<file path="config.mk">
export PLATFORM = sky130hd
export DESIGN_NAME = seq_alu
export DESIGN_NICKNAME = d
export VERILOG_FILES = /design/src/rtl/seq_alu.sv
export SDC_FILE = /design/constraint.sdc
export NUM_CORES = 1
export LEC_CHECK = 0
export BUFFER_PORTS_ARGS = -buffer_cell sky130_fd_sc_hd__clkbuf_2
export CAP_MARGIN = 20
export CORE_UTILIZATION = 41
export DETAILED_ROUTE_END_ITERATION = 8
export GPL_TIMING_DRIVEN = 0
export PLACE_DENSITY = 0.68
export SLEW_MARGIN = 20
export SYNTH_ARGS = -nofsm -noshare
export SYNTH_HDL_FRONTEND = slang
export SYNTH_SLANG_ARGS = --single-unit
</file>
<file path="constraint.sdc">
create_clock -name clk -period 7.47 [get_ports clk]
set_input_delay 0 -clock clk [delete_from_list [all_inputs] [get_ports clk]]
set_output_delay 0 -clock clk [all_outputs]
set_load 0.05 [all_outputs]
</file>
<file path="src/rtl/seq_alu.sv">
`default_nettype none
// +--------------------------------------------------------------------------+
// | seq_alu : multi-cycle ALU, valid/ready request and response ports,       |
// |           single-cycle logic/arith ops plus iterative shift-add MUL.     |
// | Revision: 1.0                                                            |
// +--------------------------------------------------------------------------+
module seq_alu #(
  parameter int WIDTH = 32
) (
  input  logic             clk,
  input  logic             rst_n,
  input  logic             op_valid,
  output logic             op_ready,
  input  logic [3:0]       alu_ctl,
  input  logic [WIDTH-1:0] a,
  input  logic [WIDTH-1:0] b,
  output logic             res_valid,
  input  logic             res_ready,
  output logic [WIDTH-1:0] result,
  output logic             zero,
  output logic             illegal
);

  localparam int CW = (WIDTH > 2) ? $clog2(WIDTH) : 1;
  localparam logic [CW-1:0] c_cnt_last = CW'(WIDTH - 2);

  localparam logic [3:0] c_and = 4'b0000;
  localparam logic [3:0] c_or  = 4'b0001;
  localparam logic [3:0] c_add = 4'b0010;
  localparam logic [3:0] c_mul = 4'b0011;
  localparam logic [3:0] c_sub = 4'b0110;
  localparam logic [3:0] c_slt = 4'b0111;
  localparam logic [3:0] c_nor = 4'b1100;

  typedef enum logic [1:0] {
    S_IDLE = 2'd0,
    S_MUL  = 2'd1,
    S_DONE = 2'd2
  } state_t;

  state_t           r_state;
  logic [WIDTH-1:0] r_mcand;
  logic [WIDTH-1:0] r_mplier;
  logic [WIDTH-1:0] r_acc;
  logic [CW-1:0]    r_count;
  logic [WIDTH-1:0] r_result;
  logic             r_zero;
  logic             r_illegal;

  logic [WIDTH-1:0] w_alu;
  logic             w_illegal;
  logic [WIDTH-1:0] w_acc_step;
  logic [WIDTH-1:0] w_mul_final;

  always_comb begin
    w_alu     = '0;
    w_illegal = 1'b0;
    case (alu_ctl)
      c_and:   w_alu = a & b;
      c_or:    w_alu = a | b;
      c_add:   w_alu = a + b;
      c_sub:   w_alu = a - b;
      c_slt:   w_alu = {{(WIDTH-1){1'b0}}, ($signed(a) < $signed(b))};
      c_nor:   w_alu = ~(a | b);
      c_mul:   w_alu = '0;
      default: w_illegal = 1'b1;
    endcase
  end

  // The last edge folds in two partial products so the product lands in cycle WIDTH.
  assign w_acc_step  = r_acc + (r_mplier[0] ? r_mcand : '0);
  assign w_mul_final = w_acc_step + (r_mplier[1] ? {r_mcand[WIDTH-2:0], 1'b0} : '0);

  always_ff @(posedge clk or negedge rst_n) begin
    if (!rst_n) begin
      r_state   <= S_IDLE;
      r_mcand   <= '0;
      r_mplier  <= '0;
      r_acc     <= '0;
      r_count   <= '0;
      r_result  <= '0;
      r_zero    <= 1'b0;
      r_illegal <= 1'b0;
    end else begin
      case (r_state)
        S_IDLE: begin
          if (op_valid) begin
            if (alu_ctl == c_mul) begin
              r_mcand  <= a;
              r_mplier <= b;
              r_acc    <= '0;
              r_count  <= '0;
              r_state  <= S_MUL;
            end else begin
              r_result  <= w_alu;
              r_zero    <= (w_alu == '0);
              r_illegal <= w_illegal;
              r_state   <= S_DONE;
            end
          end
        end
        S_MUL: begin
          r_acc    <= w_acc_step;
          r_mcand  <= {r_mcand[WIDTH-2:0], 1'b0};
          r_mplier <= {1'b0, r_mplier[WIDTH-1:1]};
          r_count  <= r_count + 1'b1;
          if (r_count == c_cnt_last) begin
            r_result  <= w_mul_final;
            r_zero    <= (w_mul_final == '0);
            r_illegal <= 1'b0;
            r_state   <= S_DONE;
          end
        end
        S_DONE: begin
          if (res_ready) begin
            r_state <= S_IDLE;
          end
        end
        default: r_state <= S_IDLE;
      endcase
    end
  end

  assign op_ready  = (r_state == S_IDLE);
  assign res_valid = (r_state == S_DONE);
  assign result    = r_result;
  assign zero      = r_zero;
  assign illegal   = r_illegal;

endmodule
`default_nettype wire

</file>
After elaboration in Yosys (flattened, before gate mapping)
Index checks and enable logic that the tools add are counted.
W data, S select, Z words.
{"block": "op_classes", "add_sub_neg": 5, "magnitude_cmp": 1, "n_eq_ne": 14, "mux": 33, "bitwise": 3, "reduce_logical": 9}
{"cell": "$mux W32", "n": 11}
{"cell": "$pmux W32 S2", "n": 4}
{"cell": "$pmux W32 S6", "n": 1}
{"cell": "$add A32 B32 Y32", "n": 3}
{"cell": "$logic_not A32 Y1", "n": 2}
{"cell": "$and A32 B32 Y32", "n": 1}
{"cell": "$lt A32 B32 Y1", "n": 1}
{"cell": "$not A32 Y32", "n": 1}
{"cell": "$or A32 B32 Y32", "n": 1}
{"cell": "$sub A32 B32 Y32", "n": 1}
{"cell": "$mux W5", "n": 2}
{"cell": "$pmux W5 S2", "n": 1}
{"cell": "$eq A4 B2 Y1 const B", "n": 2}
{"cell": "$eq A4 B3 Y1 const B", "n": 2}
{"cell": "$mux W2", "n": 4}
{"cell": "$mux W1", "n": 7}
{"cell": "$ne A2 B2 Y1 const B", "n": 3}
{"cell": "$pmux W2 S3", "n": 1}
{"cell": "$reduce_and A3 Y1", "n": 2}
{"cell": "$reduce_or A6 Y1", "n": 1}
{"cell": "$add A5 B1 Y5 const B", "n": 1}
{"cell": "$eq A5 B5 Y1 const B", "n": 1}
{"cell": "$eq A4 B1 Y1 const B", "n": 1}
{"cell": "$eq A4 B4 Y1 const B", "n": 1}
{"cell": "other kinds (8)", "n": 10}
{"block": "word_totals", "ff_bits": 137, "output_inout_bits": 36, "wordCells": 73}

Logic depth before layout (Yosys ltp)
Gate-level depths: netlist of run 1.
{"block": "depth", "depth_word": 7, "ltp_mapped": 25}

Least setup slack after synthesis of run 1
Ideal clock, no wire load.
{"block": "synth_timing", "kind": "reg-to-reg", "start": "register r_mplier[0]", "end": "register r_zero, in the netlist zero", "t_arrival_ps": 5166, "t_required_ps": 7350, "path_slack_ps": 2184, "stages_incl_launch_ff": 21, "n_path_buf": 1, "synth_period_minus_slack_ps": 5286, "cell_sequence": "dfrtp_1 -> clkbuf_1 -> and2_1 -> ha_1 -> fa_1 -> a211o_1 -> a211oi_4 -> o21bai_2 -> o31ai_1 -> xnor2_1 -> ha_1 -> nand2_1 -> inv_1 -> a2111oi_0 -> a21boi_2 -> a2111oi_2 -> a41o_2 -> a221o_1 -> a21oi_2 -> xnor2_1 -> a31o_1"}
{"block": "synth_between", "elab_chain_cells": 6}
{"element": "start: declaration", "line": "43", "rtl": "logic [WIDTH-1:0] r_mplier;"}
{"element": "start signal: assignment", "line": "105", "rtl": "r_mplier <= {1'b0, r_mplier[WIDTH-1:1]};"}
{"element": "$mux W32", "line": "71", "rtl": "assign w_acc_step = r_acc + (r_mplier[0] ? r_mcand : '0);"}
{"element": "$add A32 B32 Y32", "line": "71"}
{"element": "$add A32 B32 Y32", "line": "72", "rtl": "assign w_mul_final = w_acc_step + (r_mplier[1] ? {r_mcand[WIDTH-2:0], 1'b0} : '0);"}
{"element": "$logic_not A32 Y1", "line": "109", "rtl": "r_zero <= (w_mul_final == '0);"}
{"element": "$mux W1", "line": "107", "rtl": "if (r_count == c_cnt_last) begin"}
{"element": "$pmux W1 S2", "line": "85", "rtl": "case (r_state)"}
{"element": "end signal: assignment", "line": "96", "rtl": "r_zero <= (w_alu == '0);"}
{"element": "end signal: assignment", "line": "109"}
{"element": "end: declaration", "line": "47", "rtl": "logic r_zero;"}
Every way passes these cells. The select of a mux whose other input is x is not followed.
A chain may end at the register's enable or synchronous reset.

Final worst setup path of run 1
Same ends and word-level chain as after synthesis.

==> impl_results.md, run 1 <==
- Clock Skews: 0.00849 ns
- Drt initial violations: 1310
- Core Box Area: 35500 sq um
- Worst slew pin tran: 0.966 ns
- Pre-CTS setup slack: 1.19 ns
- CP Launch Type: register
- Top FF cell, synth: dfrtp_1
- Synth area leader: dfrtp_1
- PwrDens: 429 nW/um^2
- DR WL/cell: 21.4 microns
- Final WL: 55.1 mm
- Synth top area share: 23.2%
- Worst-path clk slew: 0.07 ns
- Post-synthesis cell area: 14800 sq um
- Worst Hold Class: in2async
- Setup CP Type: reg2reg
- Finish-stage setup viols: 0
- Worst Hold Slack: 0.0746 ns
- Post-synth top cells: nand2_1, nor2_1, ha_1
- Port Buf Inserts: 106
- Flops & latches, synth: 137
- Number of global-route vias before repair: 14972
- Syn Inst Count: 1908
- Peak fanout along the critical path: 10
- Area of the multi-input gates: 10400 sq um
- Yosys warning count: 0
- Reg2Reg Depth: 22
- Num rows: 69
- Root Driver: clkbuf_16
- Fillcell total: 3441
- Layout area overhead: 16.5%
- Slew Viols, Final: 0
- Async set-reset flop share out of synthesis: 100%
- Sequential fraction of the synthesis area: 23.2%
- Netlist cell types: 102
- Start point of the critical path: r_mplier[0]
- RR Endpoint: zero
- Total GRT Usage: 30.0%
- Reg-to-Reg Start: r_mplier[0]
- CTS buffer count: 17
- CTS resizes: 0
- Layout cell share with drive strength beyond 1: 9.98%
- IR drop worst, VDD: 0.235 mV
- Routed Antenna Nets: 0
- Tmin final: 6.40 ns
- Post-Syn Area per Cell: 7.74 sq um
- Max-slew headroom: 35.6%
- Final Hold Fails: 0
- Post-CTS setup buffers: 0
- Htree depth: 4
- Arrival time worst endpoint: 6.79 ns
- Length of the first detailed-routing pass in iterations: 5
- Post-route DRC violation count: 0
- Ports: 108
- Vias per inst: 6.06
- Most numerous cell in the Yosys netlist: nand2_1
- Antenna Cells: 0
- Via count: 15595
- Area contributors post-synth: dfrtp_1, ha_1, nand2_1
- Post-CTS Hold Fix Bufs: 66
- Worst EP required: 7.86 ns
- First-pass GRT wire length: 84.6 mm
- Die ar.: 36800 sq um
- Detail Placement HPWL: 43.1 mm
- Syn_nets: 2141
- Leak: 7.90 nW
- Worst Setup EP: zero
- Register Area: 3430 sq um
- Clock tree sinks: 137
- Final global-route overflow total: 0
- Die Ht: 192 microns
- Max Cap Violations: 0
- Initial Utilization: 41.6%
- Clock Latency Late Sink: 0.45 ns
- Max Freq: 156 MHz
- Nature of the critical path endpoint: register
- Final setup TNS: 0 ns
- RSZ-0062 raised after global routing: no
- Post-synth EDFFs: 0
- CTS tree: built
- Outcome: finished clean
- Flop2flop setup slack: 1.07 ns
- Max Root-Sink Buffers: 2
- Final core occ: 48.5%
- Die Width: 192 microns
- Final WS setup: 1.07 ns
- Nets: 2334
- Largest net degree at the start of global routing: 88
- RD Place Congestion: 0.965
- Initial antenna violation count: 0
- Final period utilization: 85.7%
## kinds of logic after synthesis
family	Yosys count	synth area share (%)
multiplexers	5	0.364
adder cells (fa/ha/maj)	162	13.9
XOR/XNOR	81	5.36
buffers and inverters	240	6.20
AND/OR/NAND/NOR	642	20.4
AO/OA/AOI/OAI	641	30.5
flip-flops	137	23.2
## registers in the layout (all words and copies together) (netlist names)
register / count
zero: 1
r_acc: 32
r_mcand: 32
r_state: 2
illegal: 1
result: 32
r_count: 5
r_mplier: 32
## critical path, cell delays in order (launching register included)
cell and delay [ns]:
dfrtp_1 0.48, clkbuf_1 0.24, and2_1 0.21, ha_1 0.26, fa_1 0.49, a211o_1 0.37, a211oi_4 0.34, a211oi_1 0.12
nor2b_1 0.16, xnor2_1 0.18, ha_1 0.32, a211oi_1 0.37, o211ai_1 0.17, nand3_1 0.19, o21ai_0 0.10, a21oi_1 0.23
xnor2_1 0.14, or4_1 0.56, or3_1 0.33, nor4_1 0.31, nor4b_1 0.36, and4b_1 0.26, a31o_1 0.14
## routing by layer
metal  share of wire [%]  track usage [%]
met5                   0                0
met4                 5.2             15.8
met3                 6.2             4.68
met2                  46             48.9
met1                  43             38.1
## cell type report
| cell class | count | area share (%) |
|---|---|---|
| plain buffers | 104 | 2.36 |
| clock buffers | 19 | 2.63 |
| clock inverters | 13 | 0.909 |
| multi-input cells | 1531 | 60.7 |
| repair buffers | 174 | 7.18 |
| flip-flops and latches | 137 | 19.9 |
| well taps | 461 | 3.35 |
| inverters | 136 | 2.97 |
## cell usage in the layout, fill, tap and decap left out, types with 9 or more instances in the layout
master | Yosys | final
clkbuf_16 | 0 | 17
a22oi_1 | 38 | 38
clkbuf_1 | 89 | 89
nor2b_1 | 12 | 12
a211oi_1 | 20 | 20
or3_1 | 9 | 9
nand2_1 | 222 | 222
o22ai_1 | 13 | 13
nor3_1 | 32 | 31
o31ai_1 | 14 | 14
o211ai_1 | 18 | 18
a22o_1 | 35 | 35
o21bai_1 | 9 | 9
a21oi_1 | 126 | 126
nand3_1 | 31 | 31
a31oi_1 | 83 | 83
nand4_1 | 12 | 12
a221oi_1 | 11 | 11
xor2_1 | 22 | 22
o21a_1 | 16 | 16
dlygate4sd3_1 | 0 | 66
nand2b_1 | 17 | 17
clkbuf_2 | 0 | 105
nor2_1 | 178 | 178
and3_1 | 9 | 9
a21o_1 | 31 | 31
a221o_1 | 9 | 9
inv_1 | 132 | 132
and2_1 | 66 | 66
dfrtp_1 | 137 | 137
a21boi_0 | 10 | 10
ha_1 | 157 | 157
xnor2_1 | 51 | 51
o21ai_0 | 101 | 101
## how the worst min path moves through the flow
stage / startpoint / end / slack [ns]
5_1_grt: rst_n / r_mplier[23] / 0.11
3_3_place_gp: res_ready / r_state[1] / 0.27
4_1_cts: rst_n / r_mplier[23] / 0.08
2_1_floorplan: rst_n / illegal / -0.30
6_report: rst_n / r_mplier[23] / 0.07
3_5_place_dp: rst_n / r_mplier[23] / -0.0006
## where the power goes
part | switching (mW) | internal, mW
registers | 0.273 | 1.03
clock network | 0.393 | 0.519
logic | 3.15 | 2.01
## through the flow
stage	cell area, sq um	total power [mW]	cells
floorplan	14800	5.11	1908
global placement	15900	6.18	2475
detailed placement	15900	6.27	2477
CTS	17200	7.27	2575
global route	17200	7.92	2575
finish	17200	7.38	2575
Power figures use the tool's default switching activity.
==> inputs of run 2 (changes only) <==
- CORE_MARGIN: unset -> 3
- CORE_UTILIZATION: 41 -> 45
- PLACE_DENSITY: 0.68 -> 0.72
==> run 2 against run 1 <==
Flip-flop and latch count stayed put. Clock power down 2.9%. Highest routed layer is now met5. Critical path depth unchanged. Critical endpoint unchanged. Largest cell class unchanged.
==> impl_results.md, run 2 (synthesis gave the netlist of run 1 again) <==
- Vias per inst: 6.14 (was 6.06)
- Nature of the critical path endpoint: register (unchanged)
- Ports: 108 (unchanged)
- Final global-route overflow total: 0 (unchanged)
- CP Cell Sequence: clkbuf_1 -> and2_1 -> ha_1 -> fa_1 -> a211o_1 -> a211oi_4 -> a211oi_1 -> nor2b_1 -> xnor2_1 -> ha_1 -> a211oi_1 -> o211ai_1 -> nand3_1 -> o21ai_0 -> a21oi_1 -> xnor2_1 -> or4_1 -> or3_1 -> nor4_1 -> nor4b_1 -> and4b_1 -> a31o_1 (unchanged)
- Die Ht: 187 microns (was 192 microns)
- Setup CP Type: reg2reg (unchanged)
- CTS tree: built (unchanged)
- RD Place Congestion: 1.00 (was 0.965)
- Max Freq: 157 MHz (was 156 MHz)
- CTS buffer count: 17 (unchanged)
- Via count: 15658 (was 15595)
- Slew Viols, Final: 0 (unchanged)
- Initial antenna violation count: 1 (was 0)
- Num rows: 65 (was 69)
- Initial Utilization: 46.2% (was 41.6%)
- Max-slew headroom: 31.6% (was 35.6%)
- Worst slew pin tran: 1.02 ns (was 0.966 ns)
- RR Endpoint: zero (unchanged)
- RSZ-0062 raised after global routing: no (unchanged)
- Peak fanout along the critical path: 10 (unchanged)
- Finish-stage setup viols: 0 (unchanged)
- Core Box Area: 32000 sq um (was 35500 sq um)
- DR WL/cell: 21.9 microns (was 21.4 microns)
- Clock tree sinks: 137 (unchanged)
- Max Root-Sink Buffers: 2 (unchanged)
- CTS resizes: 0 (unchanged)
- Worst-path clk slew: 0.07 ns (about the same)
- Drt initial violations: 1724 (was 1310)
- Tmin final: 6.38 ns (was 6.40 ns)
- Final Hold Fails: 0 (unchanged)
- CP Launch Type: register (unchanged)
- Clock Skews: 0.0126 ns (was 0.00849 ns)
- Leak: 7.88 nW (was 7.90 nW)
- Max Cap Violations: 0 (unchanged)
- Number of global-route vias before repair: 15317 (was 14972)
- Worst EP required: 7.86 ns (about the same)
- First-pass GRT wire length: 86.0 mm (was 84.6 mm)
- Most common cell after layout, fill and taps aside: nand2_1 (unchanged)
- Port Buf Inserts: 106 (unchanged)
- Most frequent cells in the layout: nand2_1, nor2_1, ha_1, dfrtp_1, inv_1 (unchanged)
- Final period utilization: 85.4% (was 85.7%)
- Routed Antenna Nets: 0 (unchanged)
- Largest net degree at the start of global routing: 85 (was 88)
- Arrival time worst endpoint: 6.77 ns (was 6.79 ns)
- Root Driver: clkbuf_16 (unchanged)
- Total GRT Usage: 31.0% (was 30.0%)
- PwrDens: 430 nW/um^2 (was 429 nW/um^2)
- Worst path max stage delay: 0.55 ns (was 0.56 ns)
- Worst Hold Class: in2async (unchanged)
- Die ar.: 35000 sq um (was 36800 sq um)
- Reg2Reg Depth: 22 (unchanged)
- Length of the first detailed-routing pass in iterations: 6 (was 5)
- Antenna Cells: 0 (unchanged)
- Post-route DRC violation count: 0 (unchanged)
- Htree depth: 4 (unchanged)
- IR drop worst, VDD: 0.194 mV (was 0.235 mV)
- Nets: 2334 (unchanged)
- Outcome: finished clean (unchanged)
- Reg-to-Reg Start: r_mplier[0] (unchanged)
- Flop2flop setup slack: 1.09 ns (was 1.07 ns)
- Final WL: 55.7 mm (was 55.1 mm)
- Die Width: 187 microns (was 192 microns)
- Final setup TNS: 0 ns (unchanged)
- Slowest CP cell: or4_1 (unchanged)
- Total chip power: 7.37 mW (was 7.38 mW)
- Layout area overhead: 16.1% (was 16.5%)
- Layout cell share with drive strength beyond 1: 9.89% (was 9.98%)
- Detail Placement HPWL: 43.1 mm (about the same)
- Clock Latency Late Sink: 0.45 ns (about the same)
## run 2: cell count changes in the layout (fill, tap and decap cells not counted), sizes merged
| cell | before | now |
|---|---|---|
| inv | 141 | 135 |
| clkinv | 4 | 8 |
| clkinvlp | 2 | 4 |
## run 2: area by class of cell
class	instances	area, sq um
fill	3055	14800
multi-input combinational	1531	10400
sequential	137	3430
timing repair buffer	174	1230
tap	435	544
inverter	136	510
clock buffer	19	433
buffer	104	405
clock inverter	13	148
## run 2: routing by layer
layer | vias to the layer above | share of wire, % | track usage [%]
li1 | 7300 | - | -
met5 | - | 0.023 | 0
met1 | 7518 | 43 | 41.4
met2 | 689 | 45 | 50.4
met3 | 149 | 7.0 | 4.20
met4 | 2 | 4.7 | 13.6
## run 2: report_power, final
group / switching (mW) / total [mW] / internal (mW)
Combinational: 3.17 / 5.18 / 2.01
Sequential: 0.262 / 1.30 / 1.03
Clock: 0.391 / 0.886 / 0.494
## run 2: repair_timing
item	4_1_cts	5_1_grt
hold buffers	66	0
endpoints found under the hold margin	118	0
buffers inserted	0	0
## run 2: critical path: cells and delay by family, from the launching register on
kind            cells  cell delay (ns)
xor+xnor            2             0.32
fa+ha+maj           3             1.07
simple gates        8             2.42
flops               1             0.49
compound gates      8             1.75
buf+inv             1             0.26
## run 2: through the flow
stage	cells	area [sq um]	setup WS (ns)	utilization (%)	hold slack, ns
global route	2549	17100	0.786	53.6	0.101
floorplan	1908	14800	2.18	-	-0.296
finish	2549	17100	1.09	53.6	0.0775
CTS	2549	17100	1.03	53.6	0.0814
detailed placement	2451	15900	1.19	49.7	0.00481
global placement	2449	15800	1.23	49.6	0.270
## run 2: worst max-delay path by stage
| stage | startpoint | end | slack [ns] | depth (start not counted) |
|---|---|---|---|---|
| floorplan | r_mplier[0] | zero | 2.18 | 20 |
| global placement | r_mplier[0] | zero | 1.23 | 22 |
| detailed placement | r_mplier[0] | zero | 1.19 | 22 |
| CTS | r_mplier[0] | zero | 1.03 | 20 |
| global route | r_mplier[0] | zero | 0.79 | 22 |
| finish | r_mplier[0] | zero | 1.09 | 22 |
==> inputs of run 3 (changes only) <==
- CTS_CLUSTER_SIZE: unset -> 12
- PLACE_DENSITY: 0.72 -> 0.75
- clock period: 7.47 -> 5.37 ns (I/O delays scaled with it)
==> run 3 against run 2 <==
The run now ends with setup timing left. Die area unchanged. Maximum frequency increased by 14%. First-iteration DRC count decreased by 2.7%. Sequential power increased by 40%. Register-to-register slack got worse by 1.3 ns. Critical path depth increased by 5. Combinational power increased by 67%. Final cell count increased by 1.2%. Highest routed layer unchanged. Sequential share of layout area decreased by 0.73 points.
==> impl_results.md, run 3 (synthesis gave the netlist of run 1 again) <==
- Worst Hold Class: in2async (unchanged)
- Most frequent cells in the layout: nand2_1, nor2_1, ha_1, dfrtp_1, inv_1 (unchanged)
- Port Buf Inserts: 106 (unchanged)
- Routed Antenna Nets: 0 (unchanged)
- Most common cell on crit path: buf_4
- Final Hold Fails: 0 (unchanged)
- Antenna Cells: 0 (unchanged)
- Core Box Area: 32000 sq um (unchanged)
- First-pass GRT wire length: 87.1 mm (was 86.0 mm)
- DR WL/cell: 22.0 microns (was 21.9 microns)
- IR drop worst, VDD: 0.342 mV (was 0.194 mV)
- Final period utilization: 104% (was 85.4%)
- Ports: 108 (unchanged)
- Detail Placement HPWL: 43.0 mm (was 43.1 mm)
- Root Driver: clkbuf_16 (unchanged)
- Initial antenna violation count: 1 (unchanged)
- Via count: 16012 (was 15658)
- Final global-route overflow total: 0 (unchanged)
- CP Launch Type: register (unchanged)
- Leak: 8.12 nW (was 7.88 nW)
- Nets: 2365 (was 2334)
- Post-route DRC violation count: 0 (unchanged)
- Max Root-Sink Buffers: 2 (unchanged)
- Tmin final: 5.61 ns (was 6.38 ns)
- Max Freq: 178 MHz (was 157 MHz)
- Layout cell share with drive strength beyond 1: 13.6% (was 9.89%)
- Worst Hold Slack: 0.0885 ns (was 0.0775 ns)
- Most common cell after layout, fill and taps aside: nand2_1 (unchanged)
- Worst EP required: 5.76 ns (was 7.86 ns)
- Clock Skews: 0.0118 ns (was 0.0126 ns)
- Final Non-Filler Cells: 2580 (was 2549)
- Vias per inst: 6.21 (was 6.14)
- CTS buffer count: 17 (unchanged)
- RD Place Congestion: 0.999 (was 1.00)
- Peak fanout along the critical path: 5 (was 10)
- Final WL: 56.8 mm (was 55.7 mm)
- Slowest CP cell: dfrtp_2 (was or4_1)
- Drt initial violations: 1677 (was 1724)
- Final core occ: 55.7% (was 53.6%)
- Worst path max stage delay: 0.47 ns (was 0.55 ns)
- Die Width: 187 microns (unchanged)
- Pre-CTS setup slack: -0.963 ns (was 1.19 ns)
- Arrival time worst endpoint: 6.00 ns (was 6.77 ns)
- Placed cells: 2452 (was 2451)
- Clock Latency Late Sink: 0.45 ns (about the same)
- Setup CP Type: reg2reg (unchanged)
- Slew Viols, Final: 0 (unchanged)
- Final setup TNS: -0.452 ns (was 0 ns)
- Length of the first detailed-routing pass in iterations: 6 (unchanged)
- Initial Utilization: 46.2% (unchanged)
- Htree depth: 4 (unchanged)
- Nature of the critical path endpoint: register (unchanged)
- Worst-path clk slew: 0.07 ns (about the same)
- Largest net degree at the start of global routing: 83 (was 85)
- Die Ht: 187 microns (unchanged)
- Number of global-route vias before repair: 15584 (was 15317)
- CTS tree: built (unchanged)
- Clock tree sinks: 137 (unchanged)
- Max Cap Violations: 0 (unchanged)
- Num rows: 65 (unchanged)
- Failing checks: setup timing
- Outcome: finished, violations left (was finished clean)
- Total GRT Usage: 31.3% (was 31.0%)
- Layout area overhead: 20.5% (was 16.1%)
- PwrDens: 658 nW/um^2 (was 430 nW/um^2)
- Max-slew headroom: 34.1% (was 31.6%)
- Final WS setup: -0.239 ns (was 1.09 ns)
- RSZ-0062 raised after global routing: yes (was no)
- Die ar.: 35000 sq um (unchanged)
- Worst slew pin tran: 0.988 ns (was 1.02 ns)
- Finish-stage setup viols: 3 (was 0)
## run 3: cell count changes in the layout (fill, tap and decap cells not counted), sizes merged
cell    previous run  this run
inv              135       140
clkbuf           214       211
buf               17        50
clkinv             8         4
## run 3: final timing paths
| kind | from | cells past startpoint | slack [ns] | to |
|---|---|---|---|---|
| min | rst_n | 2 | 0.09 | r_mplier[24] |
| max | r_mplier[0] | 27 | -0.24 | zero |
| min in group clk | op_valid | 3 | 0.13 | r_count[3] |
| max reg2reg | r_mplier[0] | 27 | -0.24 | zero |
| max in group asynchronous | rst_n | 3 | 4.47 | r_mcand[2] |
| min reg2reg | result[19] | 2 | 0.50 | result[19] |
## run 3: metal layers
metal | track usage [%] | up-vias | wire, microns
met5 | 0 | - | 10
met4 | 15.9 | 2 | 2880
met3 | 5.27 | 180 | 4250
met2 | 50.9 | 735 | 26000
met1 | 40.1 | 7725 | 23700
li1 | - | 7370 | -
## run 3: per-stage QoR
stage          area [sq um]  power [mW]
6_report              17800        11.7
5_1_grt               17800        12.4
4_1_cts               17500        10.8
3_5_place_dp          15900        8.75
3_3_place_gp          15800        8.60
2_1_floorplan         14800        7.11
## run 3: worst max-delay path, delay by kind of cell (launching register included)
family	cells	cell delay, ns
AO/OA/AOI/OAI	12	2.56
buffers and inverters	6	0.86
adder cells (fa/ha/maj)	3	0.84
AND/OR/NAND/NOR	5	0.61
flip-flops	1	0.47
XOR/XNOR	1	0.18
## run 3: repair_timing
item,CTS,global route
pin swaps,29,37
endpoints found under the setup margin,12,8
hold buffers,66,0
buffers inserted,16,14
resized for setup,44,41
endpoints found under the hold margin,120,0
## run 3: power by group
group	switching, mW	leakage (nW)	total, mW	internal (mW)
clock	0.550	0.275	1.24	0.694
sequential	0.377	1.69	1.82	1.44
combinational	5.07	6.16	8.64	3.57
## run 3: layout make-up
cell class | count | area [sq um]
plain buffers | 104 | 419
repair buffers | 205 | 1480
clock buffers | 18 | 429
flip-flops and latches | 137 | 3430
fillers | 2891 | 14200
well taps | 435 | 544
inverters | 136 | 510
clock inverters | 14 | 160
multi-input cells | 1531 | 10800
